===== src/rtl/interrupt_controller_pkg.sv =====
// rtl/interrupt_controller_pkg.sv - shared constants and FSM encoding for the interrupt controller
package interrupt_controller_pkg;

  localparam int               NUM_SRC    = 4;
  localparam logic [4:0]       RET_OPCODE = 5'b10000;
  localparam logic [NUM_SRC-1:0] MASK_RESET = 4'hF;

  typedef enum logic [1:0] {
    ST_IDLE    = 2'd0,
    ST_FIRE    = 2'd1,
    ST_SERVICE = 2'd2,
    ST_DRAIN   = 2'd3
  } intc_state_e;

endpackage


===== src/rtl/intc_priority_enc.sv =====
// rtl/intc_priority_enc.sv - fixed-priority selector, lowest set index wins
module intc_priority_enc
  import interrupt_controller_pkg::*;
(
  input  logic [NUM_SRC-1:0] req,
  output logic [1:0]         idx,
  output logic               valid
);

  always_comb begin
    idx   = 2'd0;
    valid = |req;
    // Scan downward so the lowest set index is the last assignment.
    for (int i = NUM_SRC - 1; i >= 0; i--) begin
      if (req[i]) idx = i[1:0];
    end
  end

endmodule


===== src/rtl/interrupt_controller.sv =====
// rtl/interrupt_controller.sv - edge-latched 4-source interrupt controller; INTC_SYNC_EN adds irq synchronizers
module interrupt_controller
  import interrupt_controller_pkg::*;
(
  input  logic               clk,
  input  logic               reset,
  input  logic [NUM_SRC-1:0] irq,
  input  logic [23:0]        ins,
  input  logic               mask_we,
  input  logic [NUM_SRC-1:0] mask_wdata,
  output logic               interrupt,
  output logic [1:0]         irq_id,
  output logic               busy,
  output logic [NUM_SRC-1:0] pending,
  output logic [NUM_SRC-1:0] mask
);

  logic [NUM_SRC-1:0] irq_s;
  logic [NUM_SRC-1:0] irq_prev;

`ifdef INTC_SYNC_EN
  localparam int ARM_DEPTH = 3;
  logic [NUM_SRC-1:0] sync1, sync2;

  always_ff @(posedge clk or negedge reset) begin
    if (!reset) begin
      sync1 <= '0;
      sync2 <= '0;
    end else begin
      sync1 <= irq;
      sync2 <= sync1;
    end
  end
  assign irq_s = sync2;
`else
  localparam int ARM_DEPTH = 1;
  assign irq_s = irq;
`endif

  // Edge detection stays disarmed until the sampling path has filled after
  // reset, so a line held high across reset never looks like a new edge.
  logic [ARM_DEPTH-1:0] arm;
  logic                 edge_en;
  assign edge_en = arm[ARM_DEPTH-1];

  logic [NUM_SRC-1:0] rise;
  logic [NUM_SRC-1:0] service_clr;
  logic [NUM_SRC-1:0] enc_req;
  logic [1:0]         enc_idx;
  logic               enc_valid;
  logic               is_ret;
  logic               unused_ins;

  intc_state_e state, state_next;
  logic [1:0]  id_next;

  assign rise        = irq_s & ~irq_prev & {NUM_SRC{edge_en}};
  assign service_clr = (state == ST_FIRE) ? (NUM_SRC'(1) << irq_id) : '0;
  assign enc_req     = pending & ~mask;
  assign is_ret      = (ins[23:19] == RET_OPCODE);
  assign unused_ins  = ^ins[18:0];

  intc_priority_enc u_prio (
    .req   (enc_req),
    .idx   (enc_idx),
    .valid (enc_valid)
  );

  always_comb begin
    state_next = state;
    id_next    = irq_id;
    case (state)
      ST_IDLE: begin
        if (enc_valid) begin
          state_next = ST_FIRE;
          id_next    = enc_idx;
        end
      end
      ST_FIRE:    state_next = ST_SERVICE;
      ST_SERVICE: if (is_ret) state_next = ST_DRAIN;
      ST_DRAIN:   state_next = ST_IDLE;
      default:    state_next = ST_IDLE;
    endcase
  end

  always_ff @(posedge clk or negedge reset) begin
    if (!reset) begin
      state     <= ST_IDLE;
      irq_id    <= 2'd0;
      interrupt <= 1'b0;
      busy      <= 1'b0;
      pending   <= '0;
      irq_prev  <= '0;
      mask      <= MASK_RESET;
      arm       <= '0;
    end else begin
      state     <= state_next;
      irq_id    <= id_next;
      interrupt <= (state_next == ST_FIRE);
      busy      <= (state_next != ST_IDLE);
      // Set after clear: a fresh edge on the source being retired survives.
      pending   <= (pending & ~service_clr) | rise;
      irq_prev  <= irq_s;
      arm       <= (arm << 1) | ARM_DEPTH'(1);
      if (mask_we) mask <= mask_wdata;
    end
  end

endmodule


===== config.mk =====
export PLATFORM = sky130hd
export DESIGN_NAME = interrupt_controller
export DESIGN_NICKNAME = d
export VERILOG_FILES = /design/src/rtl/interrupt_controller_pkg.sv /design/src/rtl/intc_priority_enc.sv /design/src/rtl/interrupt_controller.sv
export SDC_FILE = /design/constraint.sdc
export NUM_CORES = 1
export LEC_CHECK = 0
export CORE_UTILIZATION = 39
export CTS_CLUSTER_DIAMETER = 100
export DETAILED_ROUTE_END_ITERATION = 10
export HOLD_SLACK_MARGIN = 0.05
export PLACE_DENSITY = 0.83
export SYNTH_ARGS = -nofsm -noshare
export SYNTH_HDL_FRONTEND = slang
export SYNTH_SLANG_ARGS = --single-unit
export TNS_END_PERCENT = 30

===== constraint.sdc =====
create_clock -name clk -period 3.6 [get_ports clk]
set_input_delay 0.36 -clock clk [delete_from_list [all_inputs] [get_ports clk]]
set_output_delay 0.36 -clock clk [all_outputs]
set_load 0.05 [all_outputs]

[Word level (Yosys, flattened, before mapping)]
Index checks and enable logic that the tools add are counted.
W data, S select, Z words.
Operators by class
  bitwise gates (word level): 8
  equal/unequal tests: 5
  shift-type cells: 1
  reduce and logical (&&, ||, !) cells: 4
  mux-type cells: 8
Operator list (number)
  $and A4 B4 Y4: 4
  $mux W2: 6
  $not A4 Y4: 3
  $pmux W2 S4: 1
  $eq A5 B5 Y1 const B: 1
  $eq A2 B1 Y1 const B: 2
  $eq A2 B2 Y1 const B: 2
  $mux W4: 1
  $or A4 B4 Y4: 1
  $reduce_or A4 Y1: 1
  $shl A1 B2 Y4 const A: 1
  $logic_not A2 Y1: 1
  $reduce_and A2 Y1: 1
  $reduce_bool A2 Y1: 1
Storage, ports and cells
  word-level logic and storage cells: 34
  input port bits: 35
  output and inout bits: 12
  register bits: 19

[Depth between registers and ports, before layout]
Gate-level depths: netlist of run 1.
  depth after elaboration: 6
  gate-level depth with buffers: 6
  depth with buffers taken out: 6

[Hierarchy]
Synthesis of run 1 repeated with hierarchy kept, for this count alone.
Second synthesis, totals
  cells, all modules: 65
  area total of the unflattened synthesis: 802.0 sq um
Modules (own cells, without submodules)
  interrupt_controller: area each 767.0 sq um, cells an instance 58, instances 1
  intc_priority_enc: area each 35.0 sq um, cells an instance 7, instances 1

[Worst setup path after synthesis of run 1]
OpenSTA, ideal clock, no wires.
  kind: register to register
  from: register mask[2]
  to: register busy
  cell stages (with the launch flop): 5
  slack: 2.001 ns
  buffers on the path: 0
  required time: 3.476 ns
  arrival time: 1.475 ns
  period minus slack after synthesis: 1.599 ns
  cell sequence: dfstp_2 > nand2b_1 > nand4_1 > a221o_1 > or2_1
Between the ends
  cells in the longest elaborated chain, start to end: 6
Ends and longest elaborated chain
  start, declared: RTL line interrupt_controller.sv:15  | output logic [NUM_SRC-1:0] mask
  start signal, assigned: RTL line interrupt_controller.sv:105  | if (mask_we) mask <= mask_wdata;
  $not A4 Y4: RTL line interrupt_controller.sv:59  | assign enc_req = pending & ~mask;
  $and A4 B4 Y4: RTL line interrupt_controller.sv:59
  $reduce_or A4 Y1: RTL line intc_priority_enc.sv:12  | valid = |req;
  $mux W2: RTL line interrupt_controller.sv:74  | if (enc_valid) begin
  $pmux W2 S4: RTL line interrupt_controller.sv:72  | case (state)
  net state_next[0]: RTL line interrupt_controller.sv:54  | intc_state_e state, state_next;
  $reduce_bool A2 Y1: RTL line interrupt_controller.sv:100  | busy <= (state_next != ST_IDLE);
  end signal, assigned: RTL line interrupt_controller.sv:100
  end, declared: RTL line interrupt_controller.sv:13  | output logic busy,
The timed path passes the listed nets, and every way through them passes these cells.
A chain may end at the register's enable or synchronous reset.

[Worst setup path after layout of run 1]
  from: register mask[1]
  to: output port mask[1]
No word-level cell between the ends.

==> impl_metrics.tcl, run 1 <==
set metrics [dict create \
    status "complete, no violations" \
    total_power_uw 881 \
    finalCriticalPeriod_ns 2.01 \
    critical_path_buf_inv_count 1 \
    totalNegativeSetupSlack_ns 0 \
    data_arrival_at_the_endpoint_of_the_critical_path_ns 1.65 \
    core_region_area_um2 1820 \
    path_delay_family "buffers and inverters" \
    wire_per_inst_um 12.4 \
    fill_cells 162 \
    synth_nets 103 \
    met2RoutedLength_um 775 \
    power_dissipated_by_switching_net_loads_uw 385 \
    power_density_nw_per_um2 786 \
    cts_num_sinks 19 \
    p_seq_share_pct 37.0 \
    worstPathRequired_ns 3.24 \
    postCtsResizedCells 0 \
    worstSetupEndpointType "primary output" \
    drtPass1Iterations 4 \
    flow.area_growth_from_synthesis_pct 41.6 \
    final_layout_size_suffix_gt1_share_pct 14.7 \
    p_int_uw 495 \
    overflow 0 \
    min-delay-path-class "register to register" \
    cts_root_buffer "sky130_fd_sc_hd__clkbuf_4" \
    dp_hpwl_mm 1.22 \
    clk_transition_reported_paths_ns 0.11 \
    max_cap_violations 0 \
    post-route-period-util_pct 55.9 \
    cp_slowest_stage_delay_ns 0.80 \
    cellLeakagePower_uw 0.000480 \
    groute.usage.overall_pct 16.6 \
    dpl_cell_area_um2 1090 \
    grt_start_max_net_pins 20 \
    criticalPathCategory "register to primary output" \
    part_of_the_total_power_dissipated_in_combinational_logic_pct 51.0 \
    routed_via_density 4.78 \
    rel_slew_slack_pct 45.4 \
    crit_path_cell_trace "clkdlybuf4s50_1" \
    grt_antenna_before_repair 0 \
    io_buffer_count 27 \
    drtIter0Drc 6 \
    num_io_pins 47 \
    total_of_hold_buffers_inserted_after_clock_tree_synthesis 0 \
    vdd_ir_drop_max_mv 0.457 \
    postSynthAreaPerCell_um2 12.4 \
    met3_wirelength_um 65 \
    unrepaired_setup_endpoints_after_global_routing "no" \
    num_vias 573 \
    worst_skew_pair.late_latency_ns 0.29 \
    finalWirelength_mm 1.49 \
    ctsLongestPathBuffers 2 \
    crit_path_top_delay_cell "sky130_fd_sc_hd__clkdlybuf4s50_1" \
    grt_first_pass_wirelength_mm 2.47 \
    gp_congestion 0.712 \
    yosysTopAreaCell "sky130_fd_sc_hd__dfrtp_1" \
    die_w_um 47.0 \
    floorplan.die.height_um 47.0 \
    area_of_the_die_um2 2210 \
    antennaDiodeCount 0 \
    final_cell_area_um2 1120 \
    tightestPinTransition_ns 0.817 \
    final-max-slew-violation-count 0 \
    yosys_register_bits 19 \
    highest_layer "met4" \
    site_row_count 15 \
    worstPathMaxFanout 3 \
    pwr-share-clk_pct 12.0 \
    number_of_antenna_violating_nets_in_the_routed_design 0 \
    setup_viol 0 \
    startpoint_type "register" \
    post-cts-setup-buffers 0 \
    netlist_instances 64 \
    yosys_warnings 0 \
    highest_attainable_clock_frequency_ghz 0.497 \
    cts-htree-levels 1 \
    yosys_cell_types 22 \
    grt_pass1_vias 587 \
    num-nets-final 135 \
    post_synth_instance_area_um2 791 \
    switching_share_pct 43.8 \
    cts_tree "yes" \
    final.setup_skew_ns 0.00108 \
    largest_cells_by_area_after_synthesis "sky130_fd_sc_hd__dfrtp_1 47%, sky130_fd_sc_hd__dfstp_2 13%, sky130_fd_sc_hd__mux2_2 7.1%" \
    synth_sequential_area_ratio_pct 60.8 \
    report.final.hold_viol_count 0 \
    route.detailed.drc 0 \
    starting_utilization_of_the_core_area_pct 43.4 \
    drt-met1-wl_um 628 \
    netlist.area_leader.share_pct 47.5 \
    tritoncts_buffers 3 \
]
==> worst paths after layout <==
kind,startpoint,endpoint,slack (ns),cells after the start
max,mask[1],mask[1],1.59,1
min,irq_prev[2],pending[2],0.48,1
max reg2reg,mask[1],busy,2.08,4
min reg2reg,irq_prev[2],pending[2],0.48,1
max in group asynchronous,reset,irq_prev[1],2.57,1
min in group asynchronous,reset,busy,0.53,1
==> per-layer routing <==
metal | track usage (%) | vias up
met2 | 28.3 | 13
met5 | 0 | -
li1 | - | 283
met3 | 3.46 | 4
met1 | 20.4 | 273
met4 | 6.86 | 0
==> cells in the mapped netlist, drive strengths merged <==
cell type / count
mux2: 5
inv: 4
dfstp: 4
o21ai: 2
nor3: 1
nand2b: 5
a21oi: 2
nand2: 7
dfrtp: 15
a21boi: 1
a32o: 2
nand3b: 2
or3b: 1
conb: 1
a221o: 1
ha: 4
nor2: 2
nand4: 1
or2: 1
nor2b: 1
nor4bb: 1
nand3: 1
==> flip-flops by register name, indices dropped and copies added, names as in the netlist <==
register   count
pending        4
state          2
irq_id         2
arm            1
mask           4
busy           1
irq_prev       4
interrupt      1
==> area by class of cell <==
type | count | area, um2 | area share [%]
sequential | 19 | 480 | 42.9
timing repair buffer | 27 | 270 | 24.1
tap | 25 | 31.3 | 2.79
inverter | 4 | 15.0 | 1.34
clock inverter | 1 | 5.00 | 0.447
multi-input combinational | 41 | 295 | 26.4
clock buffer | 3 | 22.5 | 2.01
==> kinds of logic after synthesis <==
logic type,share of synthesized area [%]
multiplexers,7.12
AO/OA/AOI/OAI,7.28
flip-flops,60.8
buffers and inverters,1.90
AND/OR/NAND/NOR,16.1
other,0.474
adder cells (fa/ha/maj),6.33
==> power groups by stage <==
stage	sequential, uW	clock (uW)	combinational (uW)
floorplan	478	0	149
global placement	326	0	440
detailed placement	331	0	452
CTS	326	107	453
global route	335	115	481
finish	325	106	449
==> layout by cell type, fill, tap and decap left out <==
cell type,synthesis,layout
sky130_fd_sc_hd__dfrtp_1,15,15
sky130_fd_sc_hd__nor3_1,1,1
sky130_fd_sc_hd__or3b_2,1,1
sky130_fd_sc_hd__nand4_1,1,1
sky130_fd_sc_hd__nand3_1,1,1
sky130_fd_sc_hd__nor4bb_1,1,1
sky130_fd_sc_hd__a21boi_0,1,1
sky130_fd_sc_hd__nand2_1,7,7
sky130_fd_sc_hd__nor2b_1,1,1
sky130_fd_sc_hd__conb_1,1,1
sky130_fd_sc_hd__a32o_1,2,2
sky130_fd_sc_hd__mux2_2,5,5
sky130_fd_sc_hd__nor2_1,2,2
sky130_fd_sc_hd__dfstp_2,4,4
sky130_fd_sc_hd__o21ai_0,2,2
sky130_fd_sc_hd__a221o_1,1,1
sky130_fd_sc_hd__nand3b_1,2,2
sky130_fd_sc_hd__clkdlybuf4s50_1,0,27
sky130_fd_sc_hd__clkinv_2,0,1
sky130_fd_sc_hd__nand2b_1,5,5
sky130_fd_sc_hd__inv_1,4,4
sky130_fd_sc_hd__ha_1,4,4
sky130_fd_sc_hd__clkbuf_4,0,3
sky130_fd_sc_hd__a21oi_1,2,2
sky130_fd_sc_hd__or2_1,1,1
==> through the flow <==
| stage | hold WS (ns) | worst slack, ns | utilization (%) | instances |
|---|---|---|---|---|
| 2_1_floorplan | 0.0644 | 2.00 | - | 64 |
| 3_3_place_gp | 0.417 | 1.92 | 60.0 | 116 |
| 3_5_place_dp | 0.459 | 1.91 | 60.0 | 116 |
| 4_1_cts | 0.474 | 1.57 | 61.5 | 120 |
| 5_1_grt | 0.493 | 1.55 | 61.5 | 120 |
| 6_report | 0.477 | 1.59 | 61.5 | 120 |
No activity file was read; power rests on OpenSTA's default activity.
==> run 2: changes to the inputs <==
Settings changed: CORE_UTILIZATION 39 to 36, PLACE_DENSITY 0.83 to 0.77.
Clock period 3.6 ns to 1.9 ns, I/O delays scaled along.
==> run 2 against run 1 <==
Net effect: cell count increased by 2.5%; count of clock-buffer cells in the layout unchanged; clock power increased by 88%; sequential share of layout area decreased by 0.38 points.
==> impl_metrics.tcl, run 2 (same netlist as run 1, synthesis figures left out) <==
set metrics [dict create \
    data_arrival_at_the_endpoint_of_the_critical_path_ns 1.64 \
    final.setup_skew_ns 0.00902 \
    layout.cells.most_common "sky130_fd_sc_hd__clkdlybuf4s50_1" \
    area_of_the_die_um2 2390 \
    min-delay-path-class "input port to asynchronous set/reset pin" \
    criticalPathCategory "register to primary output" \
    flow.area_growth_from_synthesis_pct 42.9 \
    floorplan.die.height_um 48.9 \
    drtIter0Drc 5 \
    antennaDiodeCount 0 \
    unrepaired_setup_endpoints_after_global_routing "no" \
    total_of_hold_buffers_inserted_after_clock_tree_synthesis 0 \
    groute.usage.overall_pct 13.9 \
    num_io_pins 47 \
    starting_utilization_of_the_core_area_pct 39.1 \
    cellLeakagePower_uw 0.000484 \
    cts_tree "yes" \
    overflow 0 \
    worstPathMaxFanout 3 \
    routed_via_density 4.73 \
    power_density_nw_per_um2 1480 \
    highest_attainable_clock_frequency_ghz 0.547 \
    multi_input_area_um2 295 \
    cts-htree-levels 1 \
    crit_path_top_delay_cell "sky130_fd_sc_hd__clkdlybuf4s50_1" \
    die_w_um 48.9 \
    worst_skew_pair.late_latency_ns 0.29 \
    route.detailed.drc 0 \
    dp_hpwl_mm 1.18 \
    seqCellArea_um2 480 \
    largest_registers "irq_prev (4), mask (4), pending (4)" \
    number_of_antenna_violating_nets_in_the_routed_design 0 \
    final_layout_size_suffix_gt1_share_pct 15.6 \
    site_row_count 16 \
    fill_cells 164 \
    grt_antenna_before_repair 0 \
    grt_pass1_vias 554 \
    drtPass1Iterations 4 \
    rrSetupSlack_ns 0.37 \
    mostFrequentLayoutCells "27 x sky130_fd_sc_hd__clkdlybuf4s50_1, 15 x sky130_fd_sc_hd__dfrtp_1, 7 x sky130_fd_sc_hd__nand2_1" \
    final-max-slew-violation-count 0 \
    timing.hold.ws_ns 0.205 \
    totalNegativeSetupSlack_ns 0 \
    core_region_area_um2 2020 \
    gp_congestion 0.692 \
    cp_slowest_stage_delay_ns 0.80 \
    startpoint_type "register" \
    grt_first_pass_wirelength_mm 2.49 \
    vdd_ir_drop_max_mv 0.778 \
    tritoncts_buffers 3 \
    crit_path_cell_trace "clkdlybuf4s50_1" \
    num-nets-final 136 \
    clk_transition_reported_paths_ns 0.11 \
    count_of_placed_standard_cells_including_taps 119 \
    worstSetupEndpointType "primary output" \
    io_buffer_count 27 \
    wire_per_inst_um 11.9 \
    finalCriticalPeriod_ns 1.83 \
    path_delay_family "buffers and inverters" \
    report.final.hold_viol_count 0 \
    setup_viol 0 \
    max_cap_violations 0 \
    post-cts-setup-buffers 0 \
    cts_num_sinks 19 \
    finalWirelength_mm 1.46 \
    num_vias 582 \
    grt_start_max_net_pins 12 \
    critical_path_buf_inv_count 1 \
    final_cell_count_no_fill 123 \
    post-route-period-util_pct 96.1 \
    status "complete, no violations" \
    postCtsResizedCells 0 \
    worstPathRequired_ns 1.71 \
    ctsLongestPathBuffers 2 \
    cts_root_buffer "sky130_fd_sc_hd__clkbuf_4" \
]
==> run 2: cell count changes in the layout (fill, tap and decap cells not counted) <==
cell	change
sky130_fd_sc_hd__buf_4	+1
==> run 2: layout make-up <==
class / instances / share of cell area, %
clock buffer: 3 / 1.99
multi-input combinational: 41 / 26.1
tap: 27 / 2.99
timing repair buffer: 28 / 24.6
inverter: 4 / 1.33
sequential: 19 / 42.5
clock inverter: 1 / 0.443
==> run 2: worst paths after layout <==
kind                       cells after the start     endpoint        start
max                                            1      mask[1]      mask[1]
min reg2reg                                    1   pending[2]  irq_prev[2]
min                                            1    irq_id[0]        reset
max in group asynchronous                      2  irq_prev[0]        reset
min in group clk                               1  irq_prev[1]       irq[1]
max reg2reg                                    4         busy      mask[0]
==> run 2: metrics by stage <==
stage	setup WS [ns]	total power [uW]	utilization [%]	instance area [um2]
after floorplan	0.301	1190	-	791
after global placement	0.395	1460	54.5	1100
after detailed placement	0.383	1480	54.5	1100
after CTS	0.0597	1680	55.9	1130
after global routing	0.0259	1780	55.9	1130
final	0.0735	1670	55.9	1130
==> run 2: metal layers <==
layer,up-vias,GRT usage [%],share of wire [%]
li1,286,-,-
met1,277,18.0,46
met2,17,22.5,48
met3,2,4.05,5.3
met4,0,4.41,0.89
met5,-,0,0
==> run 2: where the power goes <==
| part | switching, uW | internal [uW] |
|---|---|---|
| Clock | 121 | 78.2 |
| Combinational | 519 | 334 |
| Sequential | 88.6 | 527 |
| Total | 729 | 940 |
==> run 3: changes to the inputs <==
Settings changed: CORE_UTILIZATION 36 to 38, CTS_BUF_LIST from default to sky130_fd_sc_hd__clkbuf_8, GPL_ROUTABILITY_DRIVEN from default to 1, MAX_ROUTING_LAYER from default to met4, PLACE_DENSITY 0.77 to 0.81.
==> run 3 against run 2 <==
Net effect: via count is 0.52% higher; total power is 4.6% higher; clock skew is 0.0075 ns lower; first-iteration DRC count stayed put; non-clock buffer count stayed put; sequential power hardly changed; combinational power is 0.5% higher; sequential share of layout area is 0.65 points lower; cell count stayed put; flip-flop and latch count stayed put; die area is 5.1% lower; count of clock-buffer cells in the layout stayed put; critical path type unchanged; critical endpoint is now mask[2]; largest power group unchanged; highest routed layer unchanged.
==> impl_metrics.tcl, run 3 (same netlist as run 1, synthesis figures left out) <==
set metrics [dict create \
    tightestPinTransition_ns 0.506 \
    power_density_nw_per_um2 1520 \
    ctsLongestPathBuffers 2 \
    final.setup_skew_ns 0.00149 \
    drtIter0Drc 5 \
    vdd_ir_drop_max_mv 0.936 \
    report.final.hold_viol_count 0 \
    worstSetupEndpointType "primary output" \
    area_of_the_die_um2 2270 \
    grt_antenna_before_repair 0 \
    startpoint_type "register" \
    final_cell_area_um2 1150 \
    post-route-period-util_pct 94.5 \
    unrepaired_setup_endpoints_after_global_routing "no" \
    p_int_uw 1010 \
    starting_utilization_of_the_core_area_pct 40.3 \
    data_arrival_at_the_endpoint_of_the_critical_path_ns 1.61 \
    final_layout_size_suffix_gt1_share_pct 14.6 \
    postCtsResizedCells 0 \
    number_of_antenna_violating_nets_in_the_routed_design 0 \
    flow.area_growth_from_synthesis_pct 45.1 \
    drtPass1Iterations 2 \
    dpl_cell_area_um2 1100 \
    floorplan.die.height_um 47.6 \
    min-delay-path-class "input port to asynchronous set/reset pin" \
    status "complete, no violations" \
    totalNegativeSetupSlack_ns 0 \
    multi_input_area_um2 295 \
    finalCriticalPeriod_ns 1.80 \
    grt_start_max_net_pins 20 \
    criticalPathCategory "register to primary output" \
    setup_slack_ns 0.104 \
    crit_path_cell_trace "clkdlybuf4s50_1" \
    route.detailed.drc 0 \
    path_delay_family "buffers and inverters" \
    p_seq_share_pct 35.4 \
    switching_share_pct 42.3 \
    critical_path_buf_inv_count 1 \
    worst_skew_pair.late_latency_ns 0.25 \
    dp_hpwl_mm 1.18 \
    setup_viol 0 \
    num_vias 585 \
    worstPathRequired_ns 1.71 \
    overflow 0 \
    site_row_count 16 \
    worstPathMaxFanout 3 \
    finalWirelength_mm 1.49 \
    final-max-slew-violation-count 0 \
    antennaDiodeCount 0 \
    clk_transition_reported_paths_ns 0.07 \
    grt_first_pass_wirelength_mm 2.28 \
    mostFrequentLayoutCells "27 x sky130_fd_sc_hd__clkdlybuf4s50_1, 15 x sky130_fd_sc_hd__dfrtp_1, 7 x sky130_fd_sc_hd__nand2_1" \
    pwr-share-clk_pct 15.5 \
    cts_tree "yes" \
    dpl_worst_slack_ns 0.371 \
    timing.hold.ws_ns 0.265 \
    core_region_area_um2 1960 \
    cts_root_buffer "sky130_fd_sc_hd__clkbuf_8" \
    largest_registers "irq_prev (4), mask (4), pending (4)" \
    cts-htree-levels 1 \
    cts_num_sinks 19 \
    layout.cells.most_common "sky130_fd_sc_hd__clkdlybuf4s50_1" \
    tritoncts_buffers 3 \
    total_of_hold_buffers_inserted_after_clock_tree_synthesis 0 \
    cp_slowest_stage_delay_ns 0.81 \
    seqCellArea_um2 480 \
    routed_via_density 4.76 \
    post-cts-setup-buffers 0 \
    wire_per_inst_um 12.1 \
    power_dissipated_by_switching_net_loads_uw 738 \
    num_io_pins 47 \
    cellLeakagePower_uw 0.000494 \
    part_of_the_total_power_dissipated_in_combinational_logic_pct 49.1 \
    fill_cells 194 \
    die_w_um 47.6 \
    groute.usage.overall_pct 15.7 \
    rel_slew_slack_pct 66.2 \
    grt_pass1_vias 538 \
    crit_path_top_delay_cell "sky130_fd_sc_hd__clkdlybuf4s50_1" \
    max_cap_violations 0 \
    gp_congestion 0.751 \
    num-nets-final 136 \
    highest_attainable_clock_frequency_ghz 0.557 \
    io_buffer_count 27 \
]
[run 3: power groups by stage]
| stage | registers [uW] | clock network, uW | logic [uW] |
|---|---|---|---|
| floorplan | 906 | 0 | 283 |
| global placement | 618 | 0 | 836 |
| detailed placement | 626 | 0 | 864 |
| CTS | 620 | 279 | 867 |
| global route | 637 | 295 | 932 |
| finish | 618 | 270 | 857 |
[run 3: metrics by stage]
step	utilization [%]	total power, uW	cells
6_report	58.5	1740	123
5_1_grt	58.5	1860	123
4_1_cts	58.5	1770	123
3_5_place_dp	56.2	1490	119
3_3_place_gp	56.2	1450	119
2_1_floorplan	-	1190	64
[run 3: path summary, 6_finish.rpt]
kind | to | depth (start not counted) | slack, ns | startpoint
worst min-delay path | busy | 2 | 0.26 | reset
worst max-delay path | mask[2] | 1 | 0.10 | mask[2]
min in group clk | irq_prev[1] | 1 | 0.40 | irq[1]
worst min register to register | pending[2] | 1 | 0.44 | irq_prev[2]
max in group asynchronous | mask[0] | 2 | 1.37 | reset
worst max register to register | busy | 4 | 0.39 | mask[2]
[run 3: cell type report]
class                      count  share of cell area, %
sequential                    19                   41.9
tap                           27                   2.94
multi-input combinational     41                   25.7
timing repair buffer          28                   24.2
inverter                       4                   1.31
clock buffer                   3                   3.60
clock inverter                 1                  0.327
[run 3: metal layers]
layer	track usage, %	routed length, um	vias to the layer above
met3	4.91	72	5
met1	18.6	642	280
met2	24.4	750	17
met5	-	0	-
met4	7.22	22	0
li1	-	-	283
[run 3: worst reg2reg max path, cell delays in order (launching register included)]
cell	delay, ns
sky130_fd_sc_hd__dfstp_2	0.55
sky130_fd_sc_hd__nand2b_1	0.15
sky130_fd_sc_hd__nand4_1	0.12
sky130_fd_sc_hd__a221o_1	0.36
sky130_fd_sc_hd__or2_1	0.22
==> patch: new RTL, flow settings as in run 2 <==
Set the package constant `NUM_SRC` to 6 (it was 4).
--- a/src/rtl/interrupt_controller_pkg.sv
+++ b/src/rtl/interrupt_controller_pkg.sv
@@ -1,7 +1,7 @@
 // rtl/interrupt_controller_pkg.sv - shared constants and FSM encoding for the interrupt controller
 package interrupt_controller_pkg;
 
-  localparam int               NUM_SRC    = 4;
+  localparam int               NUM_SRC    = 6;
   localparam logic [4:0]       RET_OPCODE = 5'b10000;
   localparam logic [NUM_SRC-1:0] MASK_RESET = 4'hF;
 
Interface: changed (resized irq, mask, mask_wdata and pending); port bits go from 47 to 55. No check against the original RTL was run, so the function may have changed too.
==> patch against run 2 <==
- sequential cell count is 6 higher
- area after synthesis is 33% higher
- setup slack better by 0.043 ns
- maximum frequency is 2.4% higher
- design area is 32% higher
- synthesized cell count is 28% higher
- via count is 29% higher
- wire length is 36% higher
- power is 15% higher
- critical path depth stayed put
- global-route usage is 0.32 points higher
- sequential share of layout area is 0.067 points higher
==> patch: results (changes against run 2) <==
crit_fanout: 6  # was 3
clkLatencyLatePin_ns: 0.31  # was 0.29 ns
synth_cells: 82  # was 64
multi_input_cells: 49  # was 41
inverters: 7  # was 4
finalWirelength_mm: 1.994  # was 1.462 mm
nFillCells: 262  # was 164
grt_util_met1_pct: 17.58  # was 18.02%
dp_slack_ns: 0.1619  # was 0.3833 ns
core_um2: 2758  # was 2022 um2
syn2layout_area_growth_pct: 40.93  # was 42.88%
switching_power_uw: 805.8  # was 729.2 uW
combPwrFrac_pct: 49.0  # was 51.1%
ys_types: 30  # was 22
multi_input_area_share_pct: 26.68  # was 26.14%
synth_seq_area_share_pct: 59.79  # was 60.76%
grt_max_degree: 26  # was 12
vias: 753  # was 582
drive_gt1_share_pct: 22.95  # was 15.63%
htreeDepth: 1  # unchanged
outcome: "finished clean"  # unchanged
place.gp.congestion: 0.7518  # was 0.6921
seq-cell-share_pct: 42.59  # was 42.53%
crit_start: "irq_id[1]"  # was mask[1]
grt_pass1_wl_mm: 3.532  # was 2.490 mm
hp-class: "in2async"  # unchanged
layout.nets: 166  # was 136
antenna_found_initial: 0  # unchanged
yosys-top-cells-area: "dfrtp_1, dfstp_2, mux2_2"  # unchanged
met2RoutedLength_um: 998  # was 700 um
port_buffers: 35  # was 27
cts_buffers: 3  # unchanged
ys_top_cells_by_count: "dfrtp_1, nand2_1, inv_1, mux2_2"  # was dfrtp_1, nand2_1, mux2_2, nand2b_1
slew_headroom_pct: 65.73
clock_area_share_pct: 1.768  # was 2.436%
met1_length_um: 861  # was 669 um
wl_met3_um: 121  # was 78 um
synth_fp_nets: 125  # was 103
comb_power_uw: 941  # was 853 uW
power_leakage_nw: 0.6468  # was 0.4845 nW
grt_pass1_vias: 799  # was 554
finClkSkew_ns: 0.009103  # was 0.009019 ns
use_met3_pct: 2.791  # was 4.050%
cts.clk_slew.worst_paths_ns: 0.13  # was 0.11 ns
placedInstanceArea_um2: 1455  # was 1102 um2
ir_worst_vdd_v: 0.0008184  # was 0.0007783 V
drt_iter0_markers: 4  # was 5
use_met2_pct: 23.81  # was 22.45%
track_usage_pct: 14.25  # was 13.93%
max_stage_delay_ns: 0.83  # was 0.80 ns
final_cell_count_no_fill: 153  # was 123
ys_seq_elements: 25  # was 19
nClkBuffers: 4  # was 3
[patch: cell families (layout without fill, tap and decap cells)]
| logic type | after synthesis | count (layout) | synth area share, % |
|---|---|---|---|
| flops | 25 | 25 | 59.79 |
| simple gates | 23 | 23 | 13.88 |
| compound gates | 15 | 15 | 11.98 |
| buf+inv | 8 | 48 | 2.847 |
| mux | 6 | 6 | 6.405 |
| fa+ha+maj | 4 | 4 | 4.745 |
| other cells | 1 | 1 | 0.3555 |
[patch: path summary, 6_finish.rpt]
check | endpoint | slack [ns]
worst max-delay path | irq_id[1] | 0.12
worst min-delay path | pending[2] | 0.22
worst max register to register | irq_id[0] | 0.15
worst min register to register | pending[3] | 0.43
max in group asynchronous | mask[1] | 1.39
min in group clk | irq_prev[4] | 0.33
[patch: what timing repair did]
| action | 4_1_cts | 5_1_grt |
|---|---|---|
| endpoints found under the hold margin | 0 | 0 |
| setup endpoints to repair | 0 | 2 |
| gates resized for setup | 0 | 2 |
| setup buffers | 0 | 0 |
